===== src/rtl/float_pkg.sv =====
`default_nettype none
// ============================================================================
// Module  : float_pkg
// Purpose : Shared definitions for the packed-float blocks: default field
//           widths and the bit offsets of the {sign, exponent, fraction}
//           fields inside a packed float word.
// Ports   : none (package)
// Revision: 1.0 - initial release
// ============================================================================
package float_pkg;

  localparam int E_BIT_DEF = 8;   // exponent width
  localparam int F_BIT_DEF = 23;  // stored fraction width (hidden 1 not stored)
  localparam int I_BIT_DEF = 32;  // signed integer width

  // Packed layout: fraction occupies the low bits, exponent above it, sign on top.
  function automatic int frac_lsb();
    return 0;
  endfunction

  function automatic int exp_lsb(input int f_bit);
    return f_bit;
  endfunction

  function automatic int sign_pos(input int e_bit, input int f_bit);
    return e_bit + f_bit;
  endfunction

  // Offsets for the default format.
  localparam int C_FRAC_LSB = 0;
  localparam int C_EXP_LSB  = F_BIT_DEF;
  localparam int C_SIGN_POS = E_BIT_DEF + F_BIT_DEF;

endpackage
`default_nettype wire


===== src/rtl/lead_one_enc.sv =====
`default_nettype none
// ============================================================================
// Module  : lead_one_enc
// Purpose : Parameterised priority encoder. Returns the index of the most
//           significant set bit of data, and a flag when data is all zeros.
// Ports   : data [W-1:0] in  - word to scan
//           idx           out - index of the highest 1 (0 when data is zero)
//           zero          out - data == 0
// Revision: 1.0 - initial release
// ============================================================================
module lead_one_enc #(
  parameter int W = 32
) (
  input  logic [W-1:0]                          data,
  output logic [((W > 1) ? $clog2(W) : 1)-1:0]  idx,
  output logic                                  zero
);

  localparam int c_iw = (W > 1) ? $clog2(W) : 1;

  // Ascending scan: the last hit is the highest set bit, which gives priority
  // to the MSB without a chained mux.
  always_comb begin
    idx  = '0;
    zero = 1'b1;
    for (int i = 0; i < W; i++) begin
      if (data[i]) begin
        idx  = i[c_iw-1:0];
        zero = 1'b0;
      end
    end
  end

endmodule
`default_nettype wire


===== src/rtl/int_to_float.sv =====
`default_nettype none
// ============================================================================
// Module  : int_to_float
// Purpose : Three-stage pipelined signed-integer to packed-float converter
//           with truncating rounding and a global stall for backpressure.
//             S0: sign / magnitude   S1: leading-one detect   S2: normalise/pack
// Ports   : clk        in  - clock, rising edge
//           rst_n      in  - synchronous active-low reset
//           in_data    in  - two's-complement integer [I_bit-1:0]
//           in_valid   in  - in_data is valid
//           in_ready   out - converter accepts in_data this cycle
//           out_data   out - {s, e[E_bit-1:0], f[F_bit-1:0]}
//           out_valid  out - out_data is valid
//           out_ready  in  - downstream accepts out_data
// Revision: 1.0 - initial release
// ============================================================================
module int_to_float
  import float_pkg::*;
#(
  parameter int               E_bit = E_BIT_DEF,
  parameter int               F_bit = F_BIT_DEF,
  parameter int               I_bit = I_BIT_DEF,
  parameter logic [E_bit-1:0] E_ref = {1'b0, {(E_bit-1){1'b1}}},
  parameter logic [E_bit-1:0] E_max = {E_bit{1'b1}}
) (
  input  logic                   clk,
  input  logic                   rst_n,
  input  logic [I_bit-1:0]       in_data,
  input  logic                   in_valid,
  output logic                   in_ready,
  output logic [E_bit+F_bit:0]   out_data,
  output logic                   out_valid,
  input  logic                   out_ready
);

  localparam int               c_pw    = (I_bit > 1) ? $clog2(I_bit) : 1;
  // Exponent sum is one bit wider than either operand so the overflow test
  // cannot wrap.
  localparam int               c_xw    = ((E_bit > c_pw) ? E_bit : c_pw) + 1;
  localparam int               c_ow    = sign_pos(E_bit, F_bit) + 1;
  localparam logic [E_bit-1:0] c_e_sat = E_max - {{(E_bit-1){1'b0}}, 1'b1};

  // Pipeline registers
  logic             r_v0, r_v1, r_v2;
  logic             r_s0, r_s1;
  logic [I_bit-1:0] r_mag0, r_mag1;
  logic [c_pw-1:0]  r_p;
  logic             r_zero1;
  logic [c_ow-1:0]  r_out;

  // Combinational
  logic             w_adv;
  logic             w_s0;
  logic [I_bit-1:0] w_mag0;
  logic [c_pw-1:0]  w_p;
  logic             w_zero;
  logic [c_pw-1:0]  w_shamt;
  logic [I_bit-1:0] w_norm;
  logic [F_bit-1:0] w_frac;
  logic [c_xw-1:0]  w_esum;
  logic             w_ovf;
  logic [c_ow-1:0]  w_pack;
  logic             w_unused_norm;

  // Whole pipeline advances together; depends only on v2 and out_ready.
  assign w_adv     = !r_v2 || out_ready;
  assign in_ready  = w_adv;
  assign out_valid = r_v2;
  assign out_data  = r_out;

  // S0: magnitude as unsigned, so the most-negative input maps to 2^(I_bit-1).
  assign w_s0   = in_data[I_bit-1];
  assign w_mag0 = w_s0 ? -in_data : in_data;

  // S1: leading-one detect on the registered magnitude.
  lead_one_enc #(
    .W (I_bit)
  ) u_lead_one_enc (
    .data (r_mag0),
    .idx  (w_p),
    .zero (w_zero)
  );

  // S2: shift the leading one up to bit I_bit-1 (the hidden bit).
  assign w_shamt = c_pw'(I_bit - 1) - r_p;
  assign w_norm  = r_mag1 << w_shamt;

  // Hidden bit and anything below the fraction window are discarded.
  assign w_unused_norm = ^w_norm;

  generate
    if (I_bit - 1 >= F_bit) begin : g_frac_trunc
      assign w_frac = w_norm[I_bit-2 -: F_bit];
    end else begin : g_frac_pad
      assign w_frac = {w_norm[I_bit-2:0], {(F_bit-I_bit+1){1'b0}}};
    end
  endgenerate

  assign w_esum = c_xw'(E_ref) + c_xw'(r_p);
  assign w_ovf  = (w_esum >= c_xw'(E_max));

  always_comb begin
    w_pack = '0;  // zero input: all zeros, never negative zero
    if (!r_zero1) begin
      if (w_ovf) begin
        w_pack = {r_s1, c_e_sat, {F_bit{1'b1}}};
      end else begin
        w_pack = {r_s1, w_esum[E_bit-1:0], w_frac};
      end
    end
  end

  always_ff @(posedge clk) begin
    if (!rst_n) begin
      r_v0    <= 1'b0;
      r_v1    <= 1'b0;
      r_v2    <= 1'b0;
      r_s0    <= 1'b0;
      r_s1    <= 1'b0;
      r_mag0  <= '0;
      r_mag1  <= '0;
      r_p     <= '0;
      r_zero1 <= 1'b0;
      r_out   <= '0;
    end else if (w_adv) begin
      r_v0    <= in_valid;
      r_s0    <= w_s0;
      r_mag0  <= w_mag0;
      r_v1    <= r_v0;
      r_s1    <= r_s0;
      r_mag1  <= r_mag0;
      r_p     <= w_p;
      r_zero1 <= w_zero;
      r_v2    <= r_v1;
      r_out   <= w_pack;
    end
  end

endmodule
`default_nettype wire

===== config.mk =====
export PLATFORM = sky130hd
export DESIGN_NAME = int_to_float
export DESIGN_NICKNAME = d
export VERILOG_FILES = /design/src/rtl/float_pkg.sv /design/src/rtl/lead_one_enc.sv /design/src/rtl/int_to_float.sv
export SDC_FILE = /design/constraint.sdc
export NUM_CORES = 1
export LEC_CHECK = 0
export CORE_ASPECT_RATIO = 0.6
export CORE_UTILIZATION = 61
export DETAILED_ROUTE_END_ITERATION = 12
export PLACE_DENSITY = 0.95
export SETUP_SLACK_MARGIN = 0.15
export SLEW_MARGIN = 25
export SYNTH_ARGS = -nofsm -noshare
export SYNTH_HDL_FRONTEND = slang
export SYNTH_SLANG_ARGS = --single-unit

===== constraint.sdc =====
create_clock -name clk -period 5.3 [get_ports clk]
set_clock_uncertainty 0.05 [all_clocks]
set_input_delay 0.53 -clock clk [delete_from_list [all_inputs] [get_ports clk]]
set_output_delay 0.53 -clock clk [all_outputs]
set_load 0.005 [all_outputs]

# --- Yosys cells after proc, flatten, opt, wreduce, memory -nomap -nowiden ---
# Index checks and enable logic that the tools add are counted.
totals:
  register_bits: 107
  input_bits: 36
  output_inout_bits: 34
classes:
  add_sub_neg: 3
  magnitude_cmp: 1
  shift: 1
  muxes: 66
  reduce_logical: 2
ops:
  columns: ["cell", "n"]
  rows:
  - ["5-bit 2-to-1 mux", 16]
  - ["32-bit 2-to-1 mux", 2]
  - ["1-bit 2-to-1 mux", 33]
  - ["4-bit 2-to-1 mux", 8]
  - ["32-bit negator", 1]
  - ["32-bit by 5-bit left shift with 31-bit output", 1]
  - ["31-bit 2-to-1 mux", 1]
  - ["3-bit 2-to-1 mux", 4]
  - ["7-bit by 5-bit adder with 8-bit output (first input constant)", 1]
  - ["8-bit >= comparator (second input constant)", 1]
  - ["5-bit subtractor (first input constant)", 1]
  - ["2-bit 2-to-1 mux", 2]
  - ["1-bit zero test", 1]
  - ["1-bit logical OR", 1]

# --- Depth between registers and ports, before layout ---
# Gate-level depths: netlist of the first run.
depth:
  word_depth: 32
  ltp_mapped: 9

# --- Hierarchy ---
# A second synthesis of the first run with hierarchy kept.
unflattened:
  cells_unflattened: 771
  area_unflattened_um2: 6376.1
modules_own_cells:
  columns: ["mod", "instances", "cells_each", "area_per_inst_um2", "seq_area_each_um2"]
  rows:
  - ["int_to_float", 1, 706, 6042.0, 2122.0]
  - ["lead_one_enc", 1, 65, 334.1, 0.0]

# --- Worst setup path after synthesis of the first run ---
# No wires, ideal clock.
synth_timing:
  path_kind: "input port to flip-flop"
  start: "input in_data[14]"
  end: "register r_mag0[29]"
  arrival_ns: 2.315
  required_ns: 5.124
  path_slack_ns: 2.809
  cell_stages: 7
  path_buffers: 1
  path_cell_list: "or4_4 > or4_1 > or2_1 > buf_6 > o41ai_4 > xor2_1 > o21ai_1"
synth_between:
  elab_chain_len: 2
synth_rtl:
  columns: ["element", "line", "rtl"]
  rows:
  - ["from (decl)", "int_to_float.sv:28", "input logic [I_bit-1:0] in_data,"]
  - ["32-bit negator", "int_to_float.sv:73", "assign w_mag0 = w_s0 ? -in_data : in_data;"]
  - ["32-bit 2-to-1 mux", "int_to_float.sv:73", null]
  - ["to (signal assigned)", "int_to_float.sv:128", "r_mag0 <= w_mag0;"]
  - ["to (decl)", "int_to_float.sv:46", "logic [I_bit-1:0] r_mag0, r_mag1;"]
# Every way passes these cells.
# A chain may end at the register's enable or synchronous reset.

# --- Worst setup path in the final report of the first run ---
layout_timing:
  start: "input in_data[2]"
  end: "register r_mag0[29]"
# Same word-level chain as after synthesis.

==> reports/qor.yml, run 1 <==
sta:
  min_period_ns: 2.97
  grt_setup_unrepaired: "no"
  fin_ws_ns: 2.33
  min_period_over_period: 0.560
  max_freq_mhz: 337
  worstMarginPinSlew_ns: 0.774
  finalSetupTns_ns: 0
  slew-limit-headroom: 0.479
  setup_violations: 0
  slew_violations: 0
  hold_viol: 0
setup_path:
  ff2ff_setup_slack_ns: 2.46
  r2r_end: "out_data[9]"
  slowest_delay_ns: 0.68
  endpoint: "r_mag0[29]"
  startpoint: "in_data[2]"
  critical_path_class: "input port to flip-flop"
  crit_path_end_kind: "flip-flop"
  crit_chain: "clkdlybuf4s50_1, nor4_1, nand4b_1, or2_1, o41ai_4, xor2_1, o21ai_1"
  worst-path-stages: 7
  cp.arrival_ns: 3.13
  worstPathMaxFanout: 7
  crit_path_start_kind: "input port"
  worst-path-buf-inv: 1
  cp_top_family: "simple AND/OR/NAND/NOR gates"
  reg2reg_from: "r_p[1]"
  r2r_cells: 6
  slowest_stage: "nor4_1"
  crit_required_ns: 5.46
place:
  dp_slack_ns: 1.97
  dpl.hpwl_mm: 11.7
  numPortBuffers: 69
  placedCellCount: 892
  gp_congestion: 0.919
floorplan:
  initial_core_util: 0.630
  ios: 70
  die_w_um: 132
  rows: 28
  die_h_um: 80.3
  dieArea_um2: 10600
  core_area_um2: 9880
logic_synthesis:
  synth_fa_ha_area_frac: 0.00603
  ys_async_sr_fraction: 0
  yosys.area_share.simple: 0.183
  synth_xor_area_frac: 0.0436
  synth_cells: 739
  synth_cell_type_count: 59
  syn_avg_cell_area_um2: 8.42
  yosysWarnings: 0
  synth.area.mux_share: 0.143
  synth_edf_count: 0
  syn_area_um2: 6230
  yosys.area.top_type: "dfxtp_1"
  synthTopCellsByArea: "dfxtp_1 34%, nand2_1 9.5%, mux4_2 9.0%, o21ai_0 5.1%, a21boi_0 4.9%"
  synth_fp_nets: 778
  synth_top_family_by_area: "compound AO/OA/AOI/OAI gates"
  synth_compound_area_frac: 0.235
  synth.yosys.seq_area_share: 0.341
  synth.top_cell.area_share: 0.341
  synth_flop_cell: "dfxtp_1"
  ys_ff_latch: 106
clock_tree:
  cts_buffers: 9
  post-cts-setup-buffers: 0
  tritoncts: "done"
  cts_max_level: 3
  cts_sinks: 106
  insertion_delay_ns: 0.35
  clock_path_buffers: 2
  cts-root-buf: "clkbuf_16"
  holdBufCountCts: 0
  cts-resized-gates: 0
  path_clk_slew_ns: 0.07
drt:
  vias_per_cell: 6.47
  postRouteAntennaNets: 0
  drt_wl_total_mm: 16.7
  wl_per_cell_um: 18.4
  vias: 5873
  firstDrtPassIters: 5
  drcViolationCount: 0
  drt_iter0_drc: 669
global_route:
  grt.total_usage: 0.323
  grt_max_degree: 81
  grt_pass1_wl_mm: 27.2
  grt_pass1_vias: 5499
  overflow: 0
  antenna_found_initial: 0
final_layout:
  post-route-util: 0.728
  fin_cells: 908
  area_delta_synth_final_pct: 15.6
  fillers: 704
  drive_gt1_frac: 0.0918
  num_antenna_cells: 0
  nNetsFinal: 807
min_path:
  hold_path_depth: 2
  hold_path_class: "flip-flop to flip-flop"
power:
  leakage_nw: 2.66
  p_sw_w: 0.000654
  p_comb_frac: 0.238
  irDropWorstVdd_v: 0.000206
  power_w: 0.00212
  internal_power_w: 0.00147
  p_per_area_nw_per_um2: 295
  clock_power_share: 0.318
  seq_power_share: 0.444
  switching_share: 0.308
run_status:
  status: "completed"
job:
  cap_violations: 0
-- layout make-up --
cell class	count	area (um2)	area share
clock inverter	6	66.3	0.00922
timing repair buffer	76	733	0.102
sequential	106	2130	0.296
clock buffer	10	229	0.0318
multi-input combinational	561	3820	0.531
tap	135	169	0.0235
inverter	14	52.6	0.00730
-- power by group through the flow --
stage	Clock (W)	Sequential [W]	Combinational (W)
2_1_floorplan	0	0.000920	0.000351
3_3_place_gp	0	0.000951	0.000475
3_5_place_dp	0	0.000956	0.000491
4_1_cts	0.000677	0.000938	0.000497
5_1_grt	0.000708	0.000950	0.000548
6_report	0.000676	0.000942	0.000504
-- tightest hold or removal path, stage by stage (launching register included) --
cell and delay, ns:
dfxtp_1 0.33, nand2_1 0.04, o21ai_0 0.05
-- flip-flops by register name, summed over array words and instances (netlist names) --
| name | flops |
|---|---|
| r_s1 | 1 |
| r_zero1 | 1 |
| r_mag0 | 32 |
| r_mag1 | 31 |
| out_data | 32 |
| r_v0 | 1 |
| out_valid | 1 |
| r_s0 | 1 |
| r_v1 | 1 |
| r_p | 5 |
-- cell families (layout without fill, tap and decap cells) --
logic type | after synthesis | in the layout
and+or+nand+nor | 258 | 258
buffers and inverters | 72 | 106
muxes | 57 | 57
AOI/OAI and AO/OA | 212 | 212
DFF | 106 | 106
adders and majority gates | 3 | 3
xor gates and xnor gates | 31 | 31
-- cells in the mapped netlist (3+ instances only) --
cell      instances
a21boi_0         41
a21oi_1          27
a221oi_1          4
a22oi_1           9
a32o_1            3
buf_1             5
buf_2             7
clkbuf_1         44
dfxtp_1         106
ha_1              3
inv_1            12
mux2_2            8
mux2i_1          24
mux4_2           25
nand2_1         157
nand2b_1          4
nand3_1          10
nand4b_1          3
nor2_1           32
nor2b_1          11
nor3_1           10
nor3b_1           3
nor4_1           11
o211a_1          13
o211ai_1          9
o21ai_0          64
o21ai_1           5
o221ai_1          5
o31ai_1           5
o41ai_1           4
or3_1             3
or4_1             4
xnor2_1           3
xor2_1           28
-- how the worst min path moves through the flow --
stage                start          end  slack (ns)
2_1_floorplan   r_mag1[30]   r_mag1[30]        0.39
3_3_place_gp   out_data[0]  out_data[0]        0.39
3_5_place_dp   out_data[6]  out_data[6]        0.39
4_1_cts        out_data[6]  out_data[6]        0.41
5_1_grt        out_data[6]  out_data[6]        0.43
6_report       out_data[6]  out_data[6]        0.40
-- metrics by stage --
stage          area, um2  hold WS, ns
2_1_floorplan       6230        0.388
3_3_place_gp        6900        0.390
3_5_place_dp        6900        0.393
4_1_cts             7200        0.409
5_1_grt             7200        0.434
6_report            7200        0.404
-- layer usage --
layer,GRT usage,vias up,wire length (um)
met3,0.102,35,1580
met5,0,-,0
met1,0.424,2825,7330
met2,0.512,293,7540
met4,0.0920,0,258
li1,-,2720,-
-- cell usage in the layout, fill, tap and decap left out, drive strengths merged, types with 9 or more instances in the layout --
cell	instances
xor2	28
nor3	10
a21boi	42
mux4	25
nor4	11
nand3	10
mux2i	24
nand2	157
o21ai	69
a21oi	27
clkbuf	10
o211ai	9
nor2	32
buf	9
clkdlybuf4s50	67
a22oi	9
o211a	13
inv	15
dfxtp	106
nor2b	11
No activity file was read; power rests on OpenSTA's default activity.
==> run 2: changes to the inputs <==
CORE_UTILIZATION = 57   (was 61)
PLACE_DENSITY = 0.9   (was 0.95)
clock period = 2.9 ns   (was 5.3 ns; I/O delays follow)
==> run 2 against run 1 <==
First-iteration DRC count increased by 1.6%. Critical path depth did not move. Sequential cell count stayed put. Design area up 1.8%. Hold slack got worse by 0.074 ns. Non-clock buffer count increased by 16. Power up 85%. Critical endpoint is now r_mag0[30]. Largest power group unchanged.
==> reports/qor.yml, run 2 (synthesis results as in run 1) <==
setup_path:
  crit_path_end_kind: "flip-flop"
  critical_path_class: "input port to flip-flop"
  r2r_cells: 6  # unchanged
  cp.arrival_ns: 2.74  # -0.39 ns
  slowest_delay_ns: 0.61  # -0.07 ns
  crit_chain: "clkdlybuf4s50_1, nor4_1, nand4b_1, or2_1, o21ai_0, xor2_1, a21oi_1"
  crit_required_ns: 3.09  # -2.37 ns
  worstPathMaxFanout: 7  # unchanged
  slowest_stage: "nor4_1"
  crit_path_start_kind: "input port"
global_route:
  antenna_found_initial: 0  # unchanged
  grt_max_degree: 60  # -26%
  overflow: 0  # unchanged
  grt.total_usage: 0.318  # -0.00541
  grt_pass1_vias: 5562  # +1.1%
  grt_pass1_wl_mm: 28.3  # +4.3%
drt:
  firstDrtPassIters: 5  # unchanged
  wl_per_cell_um: 18.8  # +1.9%
  vias_per_cell: 6.47  # about the same
  drcViolationCount: 0  # unchanged
  vias: 6008  # +2.3%
  drt_wl_total_mm: 17.4  # +4.2%
  postRouteAntennaNets: 0  # unchanged
  drt_iter0_drc: 680  # +1.6%
sta:
  worstMarginPinSlew_ns: 0.790  # +0.0160 ns
  min_period_over_period: 0.880
  slew-limit-headroom: 0.473  # -0.00587
  grt_setup_unrepaired: "no"
  hold_viol: 0  # unchanged
  max_freq_mhz: 392
  slew_violations: 0  # unchanged
  setup_violations: 0  # unchanged
  whs_ns: 0.330  # -0.0738 ns
  min_period_ns: 2.55
  finalSetupTns_ns: 0  # unchanged
clock_tree:
  cts-root-buf: "clkbuf_16"
  tritoncts: "done"
  cts_max_level: 3  # unchanged
  cts_sinks: 106  # unchanged
  insertion_delay_ns: 0.35  # about the same
  path_clk_slew_ns: 0.08  # about the same
  cts_buffers: 9  # unchanged
  clock_path_buffers: 2  # unchanged
  holdBufCountCts: 0  # unchanged
power:
  p_per_area_nw_per_um2: 536  # +82%
  irDropWorstVdd_v: 0.000356  # +73%
  leakage_nw: 2.73  # +2.8%
final_layout:
  post-route-util: 0.691  # -0.0370
  final_common_cell: "nand2_1"
  layout_common_cells: "157 x nand2_1, 103 x dfxtp_1, 68 x clkdlybuf4s50_1"
  drive_gt1_frac: 0.108  # +0.0159
  nNetsFinal: 823  # +2.0%
  num_antenna_cells: 0  # unchanged
  fillers: 803  # +14%
  area_delta_synth_final_pct: 17.6
floorplan:
  dieArea_um2: 11400  # +6.9%
  ios: 70  # unchanged
  core_area_um2: 10600  # +7.2%
  die_h_um: 83.0  # +3.4%
  initial_core_util: 0.588  # -0.0426
  die_w_um: 137  # +3.4%
  rows: 29  # +3.6%
run_status:
  status: "completed"
min_path:
  hold_path_class: "input port to flip-flop"
  hold_path_depth: 2  # unchanged
place:
  numPortBuffers: 69  # unchanged
  dpl.hpwl_mm: 12.6  # +7.4%
  gp_congestion: 0.930  # +1.2%
job:
  cap_violations: 0  # unchanged
run 2: metrics by stage:
stage                     worst slack, ns  total power, W  cell area (um2)  std cells
after floorplan                     0.649         0.00232             6230        739
after global placement              0.125         0.00264             7030        912
after detailed placement           0.0494         0.00267             7030        912
after CTS                           0.306         0.00391             7320        928
after global routing                0.205         0.00407             7320        928
final                               0.349         0.00393             7320        928
run 2: area by class of cell:
type                    instances  area, um2  share of cell area
repair buffers                 92        858               0.117
well taps                     139        174              0.0237
clock inverters                 5       63.8             0.00871
clock buffers                  11        233              0.0318
inverters                      14       52.6             0.00717
flip-flops and latches        106       2130               0.290
multi-input cells             561       3820               0.521
run 2: critical path, delay by kind of cell:
kind / cells / cell delay, ns
and+or+nand+nor: 3 / 1.34
buffers and inverters: 1 / 0.50
AOI/OAI and AO/OA: 2 / 0.37
xor gates and xnor gates: 1 / 0.23
run 2: where the power goes:
part	switching (W)	total [W]	internal (W)
sequential	0.000153	0.00172	0.00157
clock	0.000573	0.00125	0.000677
combinational	0.000492	0.000954	0.000462
run 2: final timing paths:
kind	startpoint	end	slack [ns]
max reg2reg	r_p[1]	out_data[16]	0.41
min	rst_n	r_p[2]	0.33
max	in_data[6]	r_mag0[30]	0.35
min reg2reg	out_data[1]	out_data[1]	0.41
run 2: repair_timing:
action / 4_1_cts / 5_1_grt
endpoints found under the hold margin: 0 / 0
resized for setup: 0 / 1
setup endpoints to repair: 0 / 2
setup buffers: 0 / 0
run 2: routing by layer:
layer | wire length [um] | GRT usage | vias up
met5 | 0 | 0 | -
met4 | 240 | 0.0819 | 0
met3 | 1720 | 0.0800 | 29
met2 | 7720 | 0.478 | 328
met1 | 7720 | 0.452 | 2892
li1 | - | - | 2759
==> run 3: changes to the inputs <==
CAP_MARGIN = 20   (was default)
==> results of run 3 <==
Final layout, timing and power as in run 2 (identical DEF).
